===== config.mk =====
export PLATFORM = sky130hd
export DESIGN_NAME = conv_window_sched_flat
export DESIGN_NICKNAME = d
export VERILOG_FILES = /design/src/rtl/conv_window_sched_if.sv /design/src/rtl/conv_window_sched.sv /design/src/flat_wrapper.sv
export SDC_FILE = /design/constraint.sdc
export NUM_CORES = 1
export LEC_CHECK = 0
export ABC_CLOCK_PERIOD_IN_PS = 3430
export BUFFER_PORTS_ARGS = -buffer_cell sky130_fd_sc_hd__buf_2
export CAP_MARGIN = 40
export CORE_MARGIN = 3
export CORE_UTILIZATION = 40
export CTS_BUF_LIST = sky130_fd_sc_hd__clkbuf_8
export CTS_CLUSTER_DIAMETER = 120
export CTS_CLUSTER_SIZE = 25
export DETAILED_ROUTE_END_ITERATION = 8
export PLACE_DENSITY_LB_ADDON = 0.15
export SETUP_SLACK_MARGIN = 0.2
export SLEW_MARGIN = 20
export SYNTH_ARGS = -nofsm -noshare
export SYNTH_HDL_FRONTEND = slang
export SYNTH_SLANG_ARGS = --single-unit

===== constraint.sdc =====
create_clock -name clk -period 3.43 [get_ports clk]
set_clock_uncertainty 0.2 [all_clocks]
set_input_delay 0.1715 -clock clk [delete_from_list [all_inputs] [get_ports clk]]
set_output_delay 0.1715 -clock clk [all_outputs]
set_load 0.005 [all_outputs]

===== src/rtl/conv_window_sched_if.sv =====
// Feature-map RAM read port and window output handshake
// shared by conv_window_sched and its neighbours.
interface conv_window_sched_if #(
    parameter int FILTER_SIZE = 5,
    parameter int DATA_BITS   = 8,
    parameter int IMG_W       = 32,
    parameter int IMG_H       = 32,
    parameter int ADDR_BITS   = 10
);
    localparam int ROW_BITS = $clog2(IMG_H - FILTER_SIZE + 1);
    localparam int COL_BITS = $clog2(IMG_W - FILTER_SIZE + 1);
    localparam int WIN_BITS = FILTER_SIZE * FILTER_SIZE * DATA_BITS;

    logic                 mem_rd;
    logic [ADDR_BITS-1:0] mem_addr;
    logic [DATA_BITS-1:0] mem_data;
    logic [WIN_BITS-1:0]  win_data;
    logic                 win_val;
    logic                 out_ready;
    logic [ROW_BITS-1:0]  out_row;
    logic [COL_BITS-1:0]  out_col;

    modport master (
        output mem_rd, mem_addr,
        input  mem_data,
        output win_data, win_val,
        input  out_ready,
        output out_row, out_col
    );

    modport slave (
        input  mem_rd, mem_addr,
        output mem_data,
        input  win_data, win_val,
        output out_ready,
        input  out_row, out_col
    );
endinterface


===== src/rtl/conv_window_sched.sv =====
// Walks a FSxFS stride-1 window over the input map, fetching each
// window from a 1-cycle-latency RAM and presenting it to conv_calc.
module conv_window_sched #(
    parameter int FILTER_SIZE = 5,
    parameter int DATA_BITS   = 8,
    parameter int IMG_W       = 32,
    parameter int IMG_H       = 32,
    parameter int ADDR_BITS   = 10
) (
    input  logic clk,
    input  logic rst_n,
    input  logic start,
    output logic busy,
    output logic done,
    conv_window_sched_if.master bus
);
    localparam int FS    = FILTER_SIZE;
    localparam int NPIX  = FS * FS;
    localparam int OUT_W = IMG_W - FS + 1;
    localparam int OUT_H = IMG_H - FS + 1;
    localparam int RW    = $clog2(OUT_H);
    localparam int CW    = $clog2(OUT_W);
    localparam int KW    = $clog2(NPIX);
    localparam int FW    = $clog2(FS);
    localparam int WB    = NPIX * DATA_BITS;

    typedef enum logic [2:0] {
        IDLE, FETCH, DRAIN, PRESENT, DONE
    } state_t;

    state_t state_q, state_d;

    logic [KW-1:0] k_q;
    logic [FW-1:0] kx_q, ky_q;
    logic [RW-1:0] row_q;
    logic [CW-1:0] col_q;
    logic          cap_q;
    logic [KW-1:0] cap_k_q;
    logic [WB-1:0] win_q;

    logic mem_rd, win_val, last_k, last_win, accept;

    assign last_k   = (k_q == KW'(NPIX - 1));
    assign last_win = (row_q == RW'(OUT_H - 1)) &&
                      (col_q == CW'(OUT_W - 1));
    assign accept   = (state_q == PRESENT) && bus.out_ready;

    always_comb begin
        state_d = state_q;
        mem_rd  = 1'b0;
        win_val = 1'b0;
        busy    = (state_q != IDLE);
        done    = (state_q == DONE);
        unique case (state_q)
            IDLE: begin
                if (start)
                    state_d = FETCH;
            end
            FETCH: begin
                mem_rd = 1'b1;
                if (last_k)
                    state_d = DRAIN;
            end
            DRAIN: state_d = PRESENT;
            PRESENT: begin
                win_val = 1'b1;
                if (bus.out_ready)
                    state_d = last_win ? DONE : FETCH;
            end
            DONE: state_d = IDLE;
            default: state_d = IDLE;
        endcase
    end

    always_ff @(posedge clk or negedge rst_n) begin
        if (!rst_n)
            state_q <= IDLE;
        else
            state_q <= state_d;
    end

    // Window offset kept as (ky,kx) so the address needs no div/mod
    always_ff @(posedge clk or negedge rst_n) begin
        if (!rst_n) begin
            k_q  <= '0;
            kx_q <= '0;
            ky_q <= '0;
        end else if (state_q == FETCH) begin
            if (last_k) begin
                k_q  <= '0;
                kx_q <= '0;
                ky_q <= '0;
            end else begin
                k_q <= k_q + 1'b1;
                if (kx_q == FW'(FS - 1)) begin
                    kx_q <= '0;
                    ky_q <= ky_q + 1'b1;
                end else begin
                    kx_q <= kx_q + 1'b1;
                end
            end
        end
    end

    always_ff @(posedge clk or negedge rst_n) begin
        if (!rst_n) begin
            row_q <= '0;
            col_q <= '0;
        end else if (accept) begin
            if (last_win) begin
                row_q <= '0;
                col_q <= '0;
            end else if (col_q == CW'(OUT_W - 1)) begin
                col_q <= '0;
                row_q <= row_q + 1'b1;
            end else begin
                col_q <= col_q + 1'b1;
            end
        end
    end

    // Read data lands one cycle after the strobe; remember which slot
    always_ff @(posedge clk or negedge rst_n) begin
        if (!rst_n) begin
            cap_q   <= 1'b0;
            cap_k_q <= '0;
            win_q   <= '0;
        end else begin
            cap_q   <= mem_rd;
            cap_k_q <= k_q;
            if (cap_q)
                win_q[cap_k_q*DATA_BITS +: DATA_BITS] <= bus.mem_data;
        end
    end

    assign bus.mem_rd   = mem_rd;
    assign bus.mem_addr = ADDR_BITS'(
        (32'(row_q) + 32'(ky_q)) * IMG_W + 32'(col_q) + 32'(kx_q));
    assign bus.win_data = win_q;
    assign bus.win_val  = win_val;
    assign bus.out_row  = row_q;
    assign bus.out_col  = col_q;
endmodule


===== src/flat_wrapper.sv =====
// flat-port wrapper written by rule: the top's interface ports become plain ports
module conv_window_sched_flat 
#(
    parameter int FILTER_SIZE = 5,
    parameter int DATA_BITS   = 8,
    parameter int IMG_W       = 32,
    parameter int IMG_H       = 32,
    parameter int ADDR_BITS   = 10
)
  (clk, rst_n, start, busy, done, bus_mem_rd, bus_mem_addr, bus_mem_data, bus_win_data, bus_win_val, bus_out_ready, bus_out_row, bus_out_col);
  conv_window_sched_if #(.FILTER_SIZE(FILTER_SIZE), .DATA_BITS(DATA_BITS), .IMG_W(IMG_W), .IMG_H(IMG_H), .ADDR_BITS(ADDR_BITS)) bus_i ();
  input  logic clk;
  input  logic rst_n;
  input  logic start;
  output logic busy;
  output logic done;
  output wire logic [$bits(bus_i.mem_rd)-1:0] bus_mem_rd;
  output wire logic [$bits(bus_i.mem_addr)-1:0] bus_mem_addr;
  input wire logic [$bits(bus_i.mem_data)-1:0] bus_mem_data;
  output wire logic [$bits(bus_i.win_data)-1:0] bus_win_data;
  output wire logic [$bits(bus_i.win_val)-1:0] bus_win_val;
  input wire logic [$bits(bus_i.out_ready)-1:0] bus_out_ready;
  output wire logic [$bits(bus_i.out_row)-1:0] bus_out_row;
  output wire logic [$bits(bus_i.out_col)-1:0] bus_out_col;
  assign bus_mem_rd = bus_i.mem_rd;
  assign bus_mem_addr = bus_i.mem_addr;
  assign bus_i.mem_data = bus_mem_data;
  assign bus_win_data = bus_i.win_data;
  assign bus_win_val = bus_i.win_val;
  assign bus_i.out_ready = bus_out_ready;
  assign bus_out_row = bus_i.out_row;
  assign bus_out_col = bus_i.out_col;
  conv_window_sched #(.FILTER_SIZE(FILTER_SIZE), .DATA_BITS(DATA_BITS), .IMG_W(IMG_W), .IMG_H(IMG_H), .ADDR_BITS(ADDR_BITS)) u_core (.clk(clk), .rst_n(rst_n), .start(start), .busy(busy), .done(done), .bus(bus_i));
endmodule

# Word-level counts from Yosys, hierarchy flattened
# Index checks and enable logic that the tools add are counted.
# op_classes
n_addsub	9
eq_ne	11
shift	2
n_mux	17
reduce_logical	9
# op_table
cell	count
$bwmux 200	1
$shift 8x34->200 const A	1
$shiftx 8x34->200	1
$neg 8->34	1
$mux 5	5
$mux 3	8
$add 5x1->5 const B	3
$eq 5x5->1 const B	3
$pmux 3 s4	1
$add 10x3->10	1
$add 10x5->10	1
$add 3x1->3 const B	2
$eq 3x2->1 const B	2
$eq 3x3->1 const B	2
$add 5x3->5	1
$ne 2x2->1 const B	2
$reduce_and 2->1	2
$reduce_bool 2->1	2
$eq 3x1->1 const B	1
$logic_not 3->1	1
$reduce_and 3->1	1
$reduce_bool 3->1	1
$logic_and 1x1->1	2
$mux 1	2
$ne 2x1->1 const B	1
# totals
regBits	230
elab_cells	57

# Depth between registers and ports, before layout
# Gate-level depths: netlist of run 1.
# depth
depth_word	5
mapped_depth	14
mapped_depth_nobuf	9

# Worst setup path after synthesis of run 1
# OpenSTA, ideal clock, no wires.
# synth_path
kind	reg2reg
startpoint	register u_core.cap_k_q[0]
endpoint	register u_core.win_q[184], in the netlist u_core.bus.win_data[184]
arrival_ps	3038
t_required_ps	3105
slack_ps	67
stages_incl_launch_ff	14
n_path_buf	4
synth_period_minus_slack_ps	3363
cell_sequence	dfrtp_1 -> buf_6 -> clkbuf_2 -> inv_1 -> ha_1 -> nor2b_1 -> and2b_2 -> ha_1 -> buf_4 -> nor3b_4 -> nand3_1 -> or3_1 -> buf_2 -> mux2_2
# synth_via
elab_chain_len	3
word_cells_on_any_way	4
# synth_rtl
element	line_no	source
start, declared	conv_window_sched.sv:38	logic [KW-1:0] cap_k_q;
start signal, assigned	conv_window_sched.sv:130	cap_k_q <= k_q;
$neg 8->34 *	conv_window_sched.sv:132	win_q[cap_k_q*DATA_BITS +: DATA_BITS] <= bus.mem_data;
$shiftx 8x34->200 / $shift 8x34->200 (equally long branches)	conv_window_sched.sv:132	
$bwmux 200 *	conv_window_sched.sv:132	
end signal, assigned by index	conv_window_sched.sv:132	
end, declared	conv_window_sched.sv:39	logic [WB-1:0] win_q;
# Mark *: on every way between the ends. The rest lies on a longest branch, timed or not.
# A chain may end at the register's enable or synchronous reset.

# Final worst setup path of run 1
# layout_path
startpoint	register u_core.cap_k_q[1]
endpoint	register u_core.win_q[195], in the netlist u_core.bus.win_data[195]
# The elaborated chain is that of the path after synthesis.

==> results of run 1 <==
==> cell type report <==
cell class,instances,area (um2),share of cell area [%]
sequential,230,5760,47.3
multi-input combinational,502,4260,35.0
timing repair buffer,267,1480,12.2
tap,324,405,3.33
clock buffer,13,179,1.47
inverter,17,63.8,0.525
clock inverter,2,23.8,0.195
==> layer usage <==
metal	track usage, %	share of wire [%]	vias up
met5	0	0	-
met4	2.68	1.4	0
met3	3.38	4.6	18
met2	31.7	48	145
met1	26.5	46	3534
li1	-	-	3240
==> cells by family (layout without fill, tap and decap cells) <==
family | Yosys count | in the layout
flip-flops | 230 | 230
buffers and inverters | 64 | 299
AND/OR/NAND/NOR | 226 | 226
AO/OA/AOI/OAI | 44 | 44
multiplexers | 203 | 203
XOR/XNOR | 12 | 12
adder cells (fa/ha/maj) | 17 | 17
==> cells in the final DEF (no fill, tap or decap), types with 3 or more instances in the layout <==
cell and count:
buf_2 234, dfrtp_1 228, mux2_2 200, nor2_1 61, nand2_1 31, nand3_1 26
o21ai_0 19, buf_4 19, inv_1 17, nor3_1 15, ha_1 14, nand4_1 13
clkbuf_8 13, dlygate4sd3_1 11, a21oi_1 10, xnor2_1 9, nor2b_1 8, and3_1 8
nand4b_1 6, and2_1 6, nand3_2 4, or3_4 4, a31oi_1 4, and2b_2 3
a21o_1 3, or2_2 3, nand2b_1 3, nor3b_4 3, mux2i_1 3, nor3_2 3
nand4_2 3
==> power breakdown <==
group	internal (mW)	total, mW	switching, mW
clock	0.368	1.22	0.848
combinational	2.33	4.93	2.60
sequential	3.75	4.41	0.660
==> metrics by stage <==
stage	cell area (um2)	total power, mW
6_report	12200	10.6
4_1_cts	12100	10.6
5_1_grt	12200	11.3
3_3_place_gp	11800	9.30
3_5_place_dp	11800	9.38
2_1_floorplan	10300	7.33
==> how the worst max path moves through the flow <==
stage | startpoint | to | slack [ns] | depth (start not counted)
after floorplan | u_core.cap_k_q[0] | u_core.bus.win_data[184] | 0.23 | 13
after global placement | u_core.cap_k_q[1] | u_core.bus.win_data[58] | 0.27 | 9
after detailed placement | u_core.cap_k_q[1] | u_core.bus.win_data[157] | 0.22 | 10
after CTS | u_core.cap_k_q[1] | u_core.bus.win_data[14] | 0.20 | 9
after global routing | u_core.cap_k_q[1] | u_core.bus.win_data[193] | 0.20 | 10
final | u_core.cap_k_q[1] | u_core.bus.win_data[195] | 0.37 | 10
==> registers in the layout, indices dropped and copies added (netlist names), 3 cells and up <==
register,cells
u_core.bus.out_row,5
u_core.bus.win_data,200
u_core.bus.out_col,5
u_core.state_q,3
u_core.cap_k_q,5
u_core.ky_q,3
u_core.kx_q,3
u_core.k_q,5
==> worst register-to-register path, stage by stage (launching register included) <==
cell,delay (ns)
dfrtp_2,0.46
inv_1,0.06
ha_2,0.25
nor2b_1,0.19
and2b_2,0.18
ha_1,0.23
buf_4,0.17
nor3b_4,0.23
buf_4,0.19
nand4_1,0.36
mux2_2,0.43
==> what timing repair did <==
action / 4_1_cts / 5_1_grt
setup endpoints to repair: 24 / 161
pin swaps: 2 / 0
setup buffers: 2 / 2
hold buffers: 11 / 0
gates resized for setup: 2 / 9
hold endpoints to repair: 129 / 0
==> flow_metrics.py, run 1 <==
metrics = {
    "critical_path": {
        "reg2reg_slack_ns": 0.37,
        "crit_top_cell": "buf_4",
        "cp.required_ns": 3.65,
        "cp_cell_sequence": "inv_1, ha_2, nor2b_1, and2b_2, ha_1, buf_4, nor3b_4, buf_4, nand4_1, mux2_2",
        "path_delay_family": "simple AND/OR/NAND/NOR gates",
        "worstPathBufferInverterCount": 3,
        "path_class": "reg2reg",
        "crit_path_end_kind": "register",
        "timing.rr.start": "u_core.cap_k_q[1]",
        "cp_max_fo": 9,
        "slowest_delay_ns": 0.46,
        "start_kind": "register",
        "reg2reg_depth": 10,
        "arrival_ns": 3.27,
        "crit_slowest_cell": "dfrtp_2",
        "r2r_end": "u_core.bus.win_data[195]",
    },
    "placed_design": {
        "place_hpwl_um": 19100,
        "place_congestion": 0.765,
        "place_worst_setup_slack_ns": 0.216,
        "port_buffers": 235,
        "dp.cells": 1325,
    },
    "pwr": {
        "power_density_nw_per_um2": 867,
        "max-vdd-ir-drop_mv": 0.532,
        "p_leak_nw": 6.17,
    },
    "clock_network": {
        "cts_sinks": 230,
        "numCtsBuffers": 13,
        "clk_latency_ns": 0.53,
        "cts_tree": "built",
        "root_buffer": "clkbuf_8",
        "clkTransAtPathRegs_ns": 0.17,
        "htreeDepth": 1,
        "clockBufferDepth": 3,
    },
    "floorplan": {
        "initial_utilization_pct": 41.5,
        "die_area_um2": 27600,
        "die_y_um": 166,
        "core-area_um2": 24700,
        "rows": 57,
        "ios": 236,
        "die_w_um": 166,
    },
    "sta": {
        "setup_tns_ns": 0,
        "clock.fmax_mhz": 327,
        "final-max-slew-violation-count": 0,
        "finalHoldViolations": 1,
        "setup_viol": 0,
        "fin_hold_ws_ns": -0.0114,
        "worst_slack_ns": 0.373,
        "tightestPinTransition_ns": 0.748,
        "finalCritPeriodShare_pct": 89.1,
        "rsz0062_at_grt": "no",
        "slew-limit-headroom_pct": 50.1,
        "min_period_ns": 3.06,
    },
    "global_routing": {
        "overflow": 0,
        "antenna_found_initial": 0,
        "grt_pass1_vias": 7209,
        "track_usage_pct": 18.9,
        "grt_pass1_wl_um": 42700,
        "grt_max_degree": 89,
    },
    "routing": {
        "dr.pass1.iters": 4,
        "routed_via_density": 5.12,
        "drc": 0,
        "avgRoutedWirePerCell_um": 19.5,
        "drt_wl_total_um": 26400,
        "vias": 6937,
        "drt_iter0_drc": 384,
        "ant_nets": 0,
    },
    "status": {
        "violations": "hold timing",
        "outcome": "finished with violations",
    },
    "logic_synthesis": {
        "synth_top_area_share_pct": 56.1,
        "synth-main-ff-cell": "dfrtp_1",
        "synth_mux_area_share_pct": 22.2,
        "ys_top_cells_by_count": "dfrtp_1 (230), mux2_2 (200), nor2_1 (61), nand2_1 (31), nand3_1 (28)",
        "ys_seq_area_share_pct": 56.1,
        "synth_top_family_by_area": "multiplexers",
        "synth_cell_type_count": 59,
        "synth_top_area_cell": "dfrtp_1",
        "ys_ff_latch": 230,
        "synthArstFlopShare_pct": 100,
        "synthAdderAreaFrac_pct": 2.22,
        "synth_area_per_cell_um2": 12.9,
        "yosysMostFrequentCell": "dfrtp_1",
        "synth_compound_area_share_pct": 2.77,
        "synth_edf_count": 0,
        "synthTopCellsByArea": "dfrtp_1 (56%), mux2_2 (22%), nor2_1 (2.2%)",
        "syn_inst": 796,
        "synth.net_count": 825,
        "ys_warn_count": 0,
        "synth_xor_area_share_pct": 1.02,
        "synthSimpleGateAreaFrac_pct": 12.5,
        "syn_area_um2": 10300,
    },
    "job": {
        "cap_violations": 0,
    },
    "finish": {
        "area_growth_pct": 18.5,
        "nets": 1060,
        "nFillCells": 2283,
        "drive_gt1_share_pct": 50.0,
        "insertedDiodeCount": 0,
        "final-instance-count-excl-fill": 1355,
        "post-route-util_pct": 49.2,
    },
    "hold_path": {
        "hp-class": "in2async",
    },
}
No activity file was read; power rests on OpenSTA's default activity.
==> inputs of run 2 (changes only) <==
PLACE_DENSITY_LB_ADDON = 0.1   (was 0.15)
==> flow_metrics.py, run 2 (synthesized netlist as in run 1, its figures left out) <==
metrics = {
    "placed_design": {
        "place_area_um2": 11700,
        "place_congestion": 0.764,
        "place_worst_setup_slack_ns": 0.261,
        "port_buffers": 235,
        "place_hpwl_um": 18600,
    },
    "routing": {
        "vias": 6986,
        "drt_wl_total_um": 26100,
        "dr.pass1.iters": 5,
        "routed_via_density": 5.16,
        "drt_iter0_drc": 352,
        "ant_nets": 0,
        "avgRoutedWirePerCell_um": 19.3,
        "drc": 0,
    },
    "finish": {
        "regArea_um2": 5760,
        "largest_register_ffs": 200,
        "nets": 1059,
        "insertedDiodeCount": 0,
        "area_growth_pct": 18.5,
        "mostFrequentLayoutCells": "buf_2 (234), dfrtp_1 (227), mux2_2 (200)",
        "nFillCells": 2266,
        "final_common_cell": "buf_2",
        "multi_input_comb_area_um2": 4250,
        "finalInstanceArea_um2": 12200,
        "drive_gt1_share_pct": 49.7,
    },
    "clock_network": {
        "root_buffer": "clkbuf_8",
        "cts_tree": "built",
        "clkTransAtPathRegs_ns": 0.15,
        "clk_latency_ns": 0.52,
        "clockBufferDepth": 3,
        "htreeDepth": 1,
        "numCtsBuffers": 13,
        "cts_sinks": 230,
    },
    "sta": {
        "clock.fmax_mhz": 324,
        "finalCritPeriodShare_pct": 90.1,
        "final-max-slew-violation-count": 0,
        "fin_hold_ws_ns": 0.0905,
        "setup_viol": 0,
        "rsz0062_at_grt": "yes",
        "min_period_ns": 3.09,
        "slew-limit-headroom_pct": 41.6,
        "tightestPinTransition_ns": 0.869,
        "finalHoldViolations": 0,
        "setup_tns_ns": 0,
        "worst_slack_ns": 0.340,
    },
    "global_routing": {
        "antenna_found_initial": 0,
        "track_usage_pct": 18.8,
        "overflow": 0,
        "grt_pass1_wl_um": 42300,
        "grt_pass1_vias": 7205,
        "grt_max_degree": 105,
    },
    "pwr": {
        "p_leak_nw": 6.16,
        "power_mw": 10.4,
        "power_density_nw_per_um2": 858,
        "max-vdd-ir-drop_mv": 0.443,
    },
    "critical_path": {
        "cp_max_fo": 9,
        "path_delay_family": "simple AND/OR/NAND/NOR gates",
        "worstPathBufferInverterCount": 2,
        "crit_path_end_kind": "register",
        "path_depth": 10,
        "cp.required_ns": 3.65,
        "arrival_ns": 3.31,
        "reg2reg_depth": 10,
        "slowest_delay_ns": 0.49,
        "crit_slowest_cell": "dfrtp_2",
        "start_kind": "register",
        "path_class": "reg2reg",
        "cp_cell_sequence": "inv_1, ha_2, nor2b_1, and2b_2, ha_1, buf_4, nor3b_4, nand3_2, nor2_2, mux2_2",
    },
    "floorplan": {
        "ios": 236,
        "initial_utilization_pct": 41.5,
        "core-area_um2": 24700,
        "die_area_um2": 27600,
        "die_y_um": 166,
        "die_w_um": 166,
        "rows": 57,
    },
    "hold_path": {
        "hp-class": "in2async",
    },
    "job": {
        "cap_violations": 0,
    },
    "status": {
        "outcome": "finished clean",
    },
}
-- run 2: cell types whose count changed in the layout (fill, tap and decap cells not counted), sizes merged --
cell	change
dlygate4sd3	+1
clkbuf	+1
buf	-3
-- run 2: timing repair --
| action | in CTS | in global routing |
|---|---|---|
| hold buffers | 12 | 0 |
| hold endpoints to repair | 148 | 0 |
| setup endpoints to repair | 0 | 145 |
| resized for setup | 0 | 11 |
| setup buffers | 0 | 4 |
-- run 2: layout make-up --
class,count,share of cell area [%]
clock buffers,13,1.47
flip-flops and latches,230,47.4
repair buffers,266,12.1
inverters,17,0.525
multi-input cells,502,35.0
clock inverters,2,0.196
well taps,324,3.33
-- run 2: where the power goes --
part | switching (mW) | total [mW] | internal [mW]
logic | 2.56 | 4.85 | 2.29
registers | 0.637 | 4.38 | 3.75
clock network | 0.837 | 1.20 | 0.368
-- run 2: worst paths after layout --
path | from | to | slack, ns
min | rst_n | u_core.bus.win_data[69] | 0.09
min reg2reg | u_core.k_q[4] | u_core.cap_k_q[4] | 0.23
max | u_core.cap_k_q[1] | u_core.bus.win_data[169] | 0.34
min in group clk | u_core.k_q[4] | u_core.cap_k_q[4] | 0.23
max in group asynchronous | rst_n | u_core.bus.win_data[76] | 2.02
max reg2reg | u_core.cap_k_q[1] | u_core.bus.win_data[169] | 0.34
-- run 2: worst register-to-register path, stage by stage (launching register included) --
cell,delay [ns]
dfrtp_2,0.49
inv_1,0.08
ha_2,0.24
nor2b_1,0.19
and2b_2,0.18
ha_1,0.23
buf_4,0.17
nor3b_4,0.22
nand3_2,0.14
nor2_2,0.44
mux2_2,0.40
-- run 2: routing by layer --
metal	wire (um)	vias to the layer above	track usage (%)
met5	0	-	0
met4	480	0	3.51
met3	1400	24	3.24
met2	12500	173	31.4
met1	11800	3549	26.1
li1	-	3240	-
-- run 2: through the flow --
step	util, %	cells
2_1_floorplan	-	796
6_report	49.1	1354
3_5_place_dp	47.5	1322
4_1_cts	48.8	1349
3_3_place_gp	47.5	1322
5_1_grt	49.1	1354
==> inputs of run 3 (changes only) <==
PLACE_DENSITY = 0.68   (was default)
PLACE_DENSITY_LB_ADDON = default   (was 0.1)
==> flow_metrics.py, run 3 (synthesized netlist as in run 1, its figures left out) <==
metrics = {
    "finish": {
        "area_growth_pct": 18.2,
        "final_common_cell": "buf_2",
        "drive_gt1_share_pct": 49.6,
        "insertedDiodeCount": 0,
        "mostFrequentLayoutCells": "buf_2 (234), dfrtp_1 (228), mux2_2 (200)",
        "largest_register_ffs": 200,
        "nets": 1060,
        "post-route-util_pct": 49.0,
    },
    "floorplan": {
        "core-area_um2": 24700,
        "die_y_um": 166,
        "initial_utilization_pct": 41.5,
        "die_w_um": 166,
        "rows": 57,
        "die_area_um2": 27600,
        "ios": 236,
    },
    "hold_path": {
        "hp-class": "in2async",
    },
    "global_routing": {
        "met3_usage_pct": 2.81,
        "overflow": 0,
        "grt_max_degree": 91,
        "busiest_layer": "met2",
        "gr-usage-met2_pct": 31.0,
        "antenna_found_initial": 0,
        "grt_pass1_wl_um": 41900,
        "grt_pass1_vias": 7229,
        "met1_usage_pct": 25.2,
        "track_usage_pct": 18.6,
    },
    "job": {
        "cap_violations": 0,
    },
    "routing": {
        "ant_nets": 0,
        "drt_wl_total_um": 26400,
        "vias": 7080,
        "drc": 0,
        "routed_via_density": 5.23,
        "avgRoutedWirePerCell_um": 19.4,
        "dr.pass1.iters": 4,
        "drt_iter0_drc": 384,
    },
    "pwr": {
        "power_mw": 10.5,
        "max-vdd-ir-drop_mv": 0.472,
        "p_leak_nw": 6.16,
        "power_density_nw_per_um2": 863,
    },
    "status": {
        "outcome": "finished clean",
    },
    "sta": {
        "setup_tns_ns": 0,
        "worst_slack_ns": 0.397,
        "clock.fmax_mhz": 330,
        "finalHoldViolations": 0,
        "min_period_ns": 3.03,
        "setup_viol": 0,
        "slew-limit-headroom_pct": 48.5,
        "final-max-slew-violation-count": 0,
        "tightestPinTransition_ns": 0.771,
        "finalCritPeriodShare_pct": 88.4,
        "rsz0062_at_grt": "no",
    },
    "critical_path": {
        "worstPathBufferInverterCount": 1,
        "reg2reg_depth": 10,
        "path_class": "reg2out",
        "crit_path_end_kind": "output pin",
        "cp_max_fo": 6,
        "cp.required_ns": 3.06,
        "cp_cell_sequence": "ha_1, fa_1, nand4_1, or2_2, nor4_2, xnor2_1, buf_2",
        "arrival_ns": 2.66,
        "start_kind": "register",
        "path_delay_family": "adder cells",
        "slowest_delay_ns": 0.53,
        "crit_slowest_cell": "fa_1",
        "path_depth": 7,
    },
    "clock_network": {
        "cts_tree": "built",
        "htreeDepth": 1,
        "clockBufferDepth": 3,
        "root_buffer": "clkbuf_8",
        "numCtsBuffers": 13,
        "clkTransAtPathRegs_ns": 0.17,
        "cts_sinks": 230,
        "clk_latency_ns": 0.53,
    },
    "placed_design": {
        "place_hpwl_um": 18900,
        "port_buffers": 235,
        "place_congestion": 0.784,
        "place_worst_setup_slack_ns": 0.166,
    },
}
[run 3: cell types whose count changed in the layout (fill, tap and decap cells not counted), sizes merged]
cell,delta
buf,+1
[run 3: final timing paths]
check	startpoint	endpoint	slack, ns
setup / recovery	u_core.bus.out_row[0]	bus_mem_addr[9]	0.40
hold / removal	rst_n	u_core.bus.win_data[55]	0.05
setup reg to reg	u_core.cap_k_q[1]	u_core.bus.win_data[79]	0.41
hold reg to reg	u_core.k_q[4]	u_core.cap_k_q[4]	0.26
max in group asynchronous	rst_n	u_core.bus.win_data[118]	2.16
min in group clk	u_core.k_q[4]	u_core.cap_k_q[4]	0.26
[run 3: routing by layer]
| metal | part of all wire (%) | routed length, um | vias up |
|---|---|---|---|
| li1 | - | - | 3251 |
| met1 | 44 | 11700 | 3568 |
| met2 | 48 | 12500 | 215 |
| met3 | 5.0 | 1310 | 46 |
| met4 | 3.0 | 800 | 0 |
| met5 | 0 | 0 | - |
[run 3: per-stage QoR]
stage,hold WS [ns],std cells,area [um2]
finish,0.0456,1355,12100
global route,0.0818,1355,12100
CTS,0.0356,1352,12100
detailed placement,0.0388,1325,11800
global placement,0.0409,1325,11800
floorplan,-0.324,796,10300
[run 3: area by class of cell]
| type | count | area [um2] |
|---|---|---|
| fill | 2251 | 12600 |
| sequential | 230 | 5760 |
| multi-input combinational | 502 | 4220 |
| timing repair buffer | 267 | 1480 |
| tap | 324 | 405 |
| clock buffer | 13 | 179 |
| inverter | 17 | 63.8 |
| clock inverter | 2 | 23.8 |
[run 3: timing repair]
action	CTS	global route
pin swaps	0	0
setup endpoints to repair	21	90
hold endpoints to repair	222	0
gates cloned	0	0
buffers inserted	0	2
hold buffers	12	0
resized for setup	3	2
[run 3: report_power, final]
part | switching [mW] | internal, mW | total, mW
clock | 0.844 | 0.367 | 1.21
combinational | 2.56 | 2.30 | 4.86
sequential | 0.651 | 3.75 | 4.40
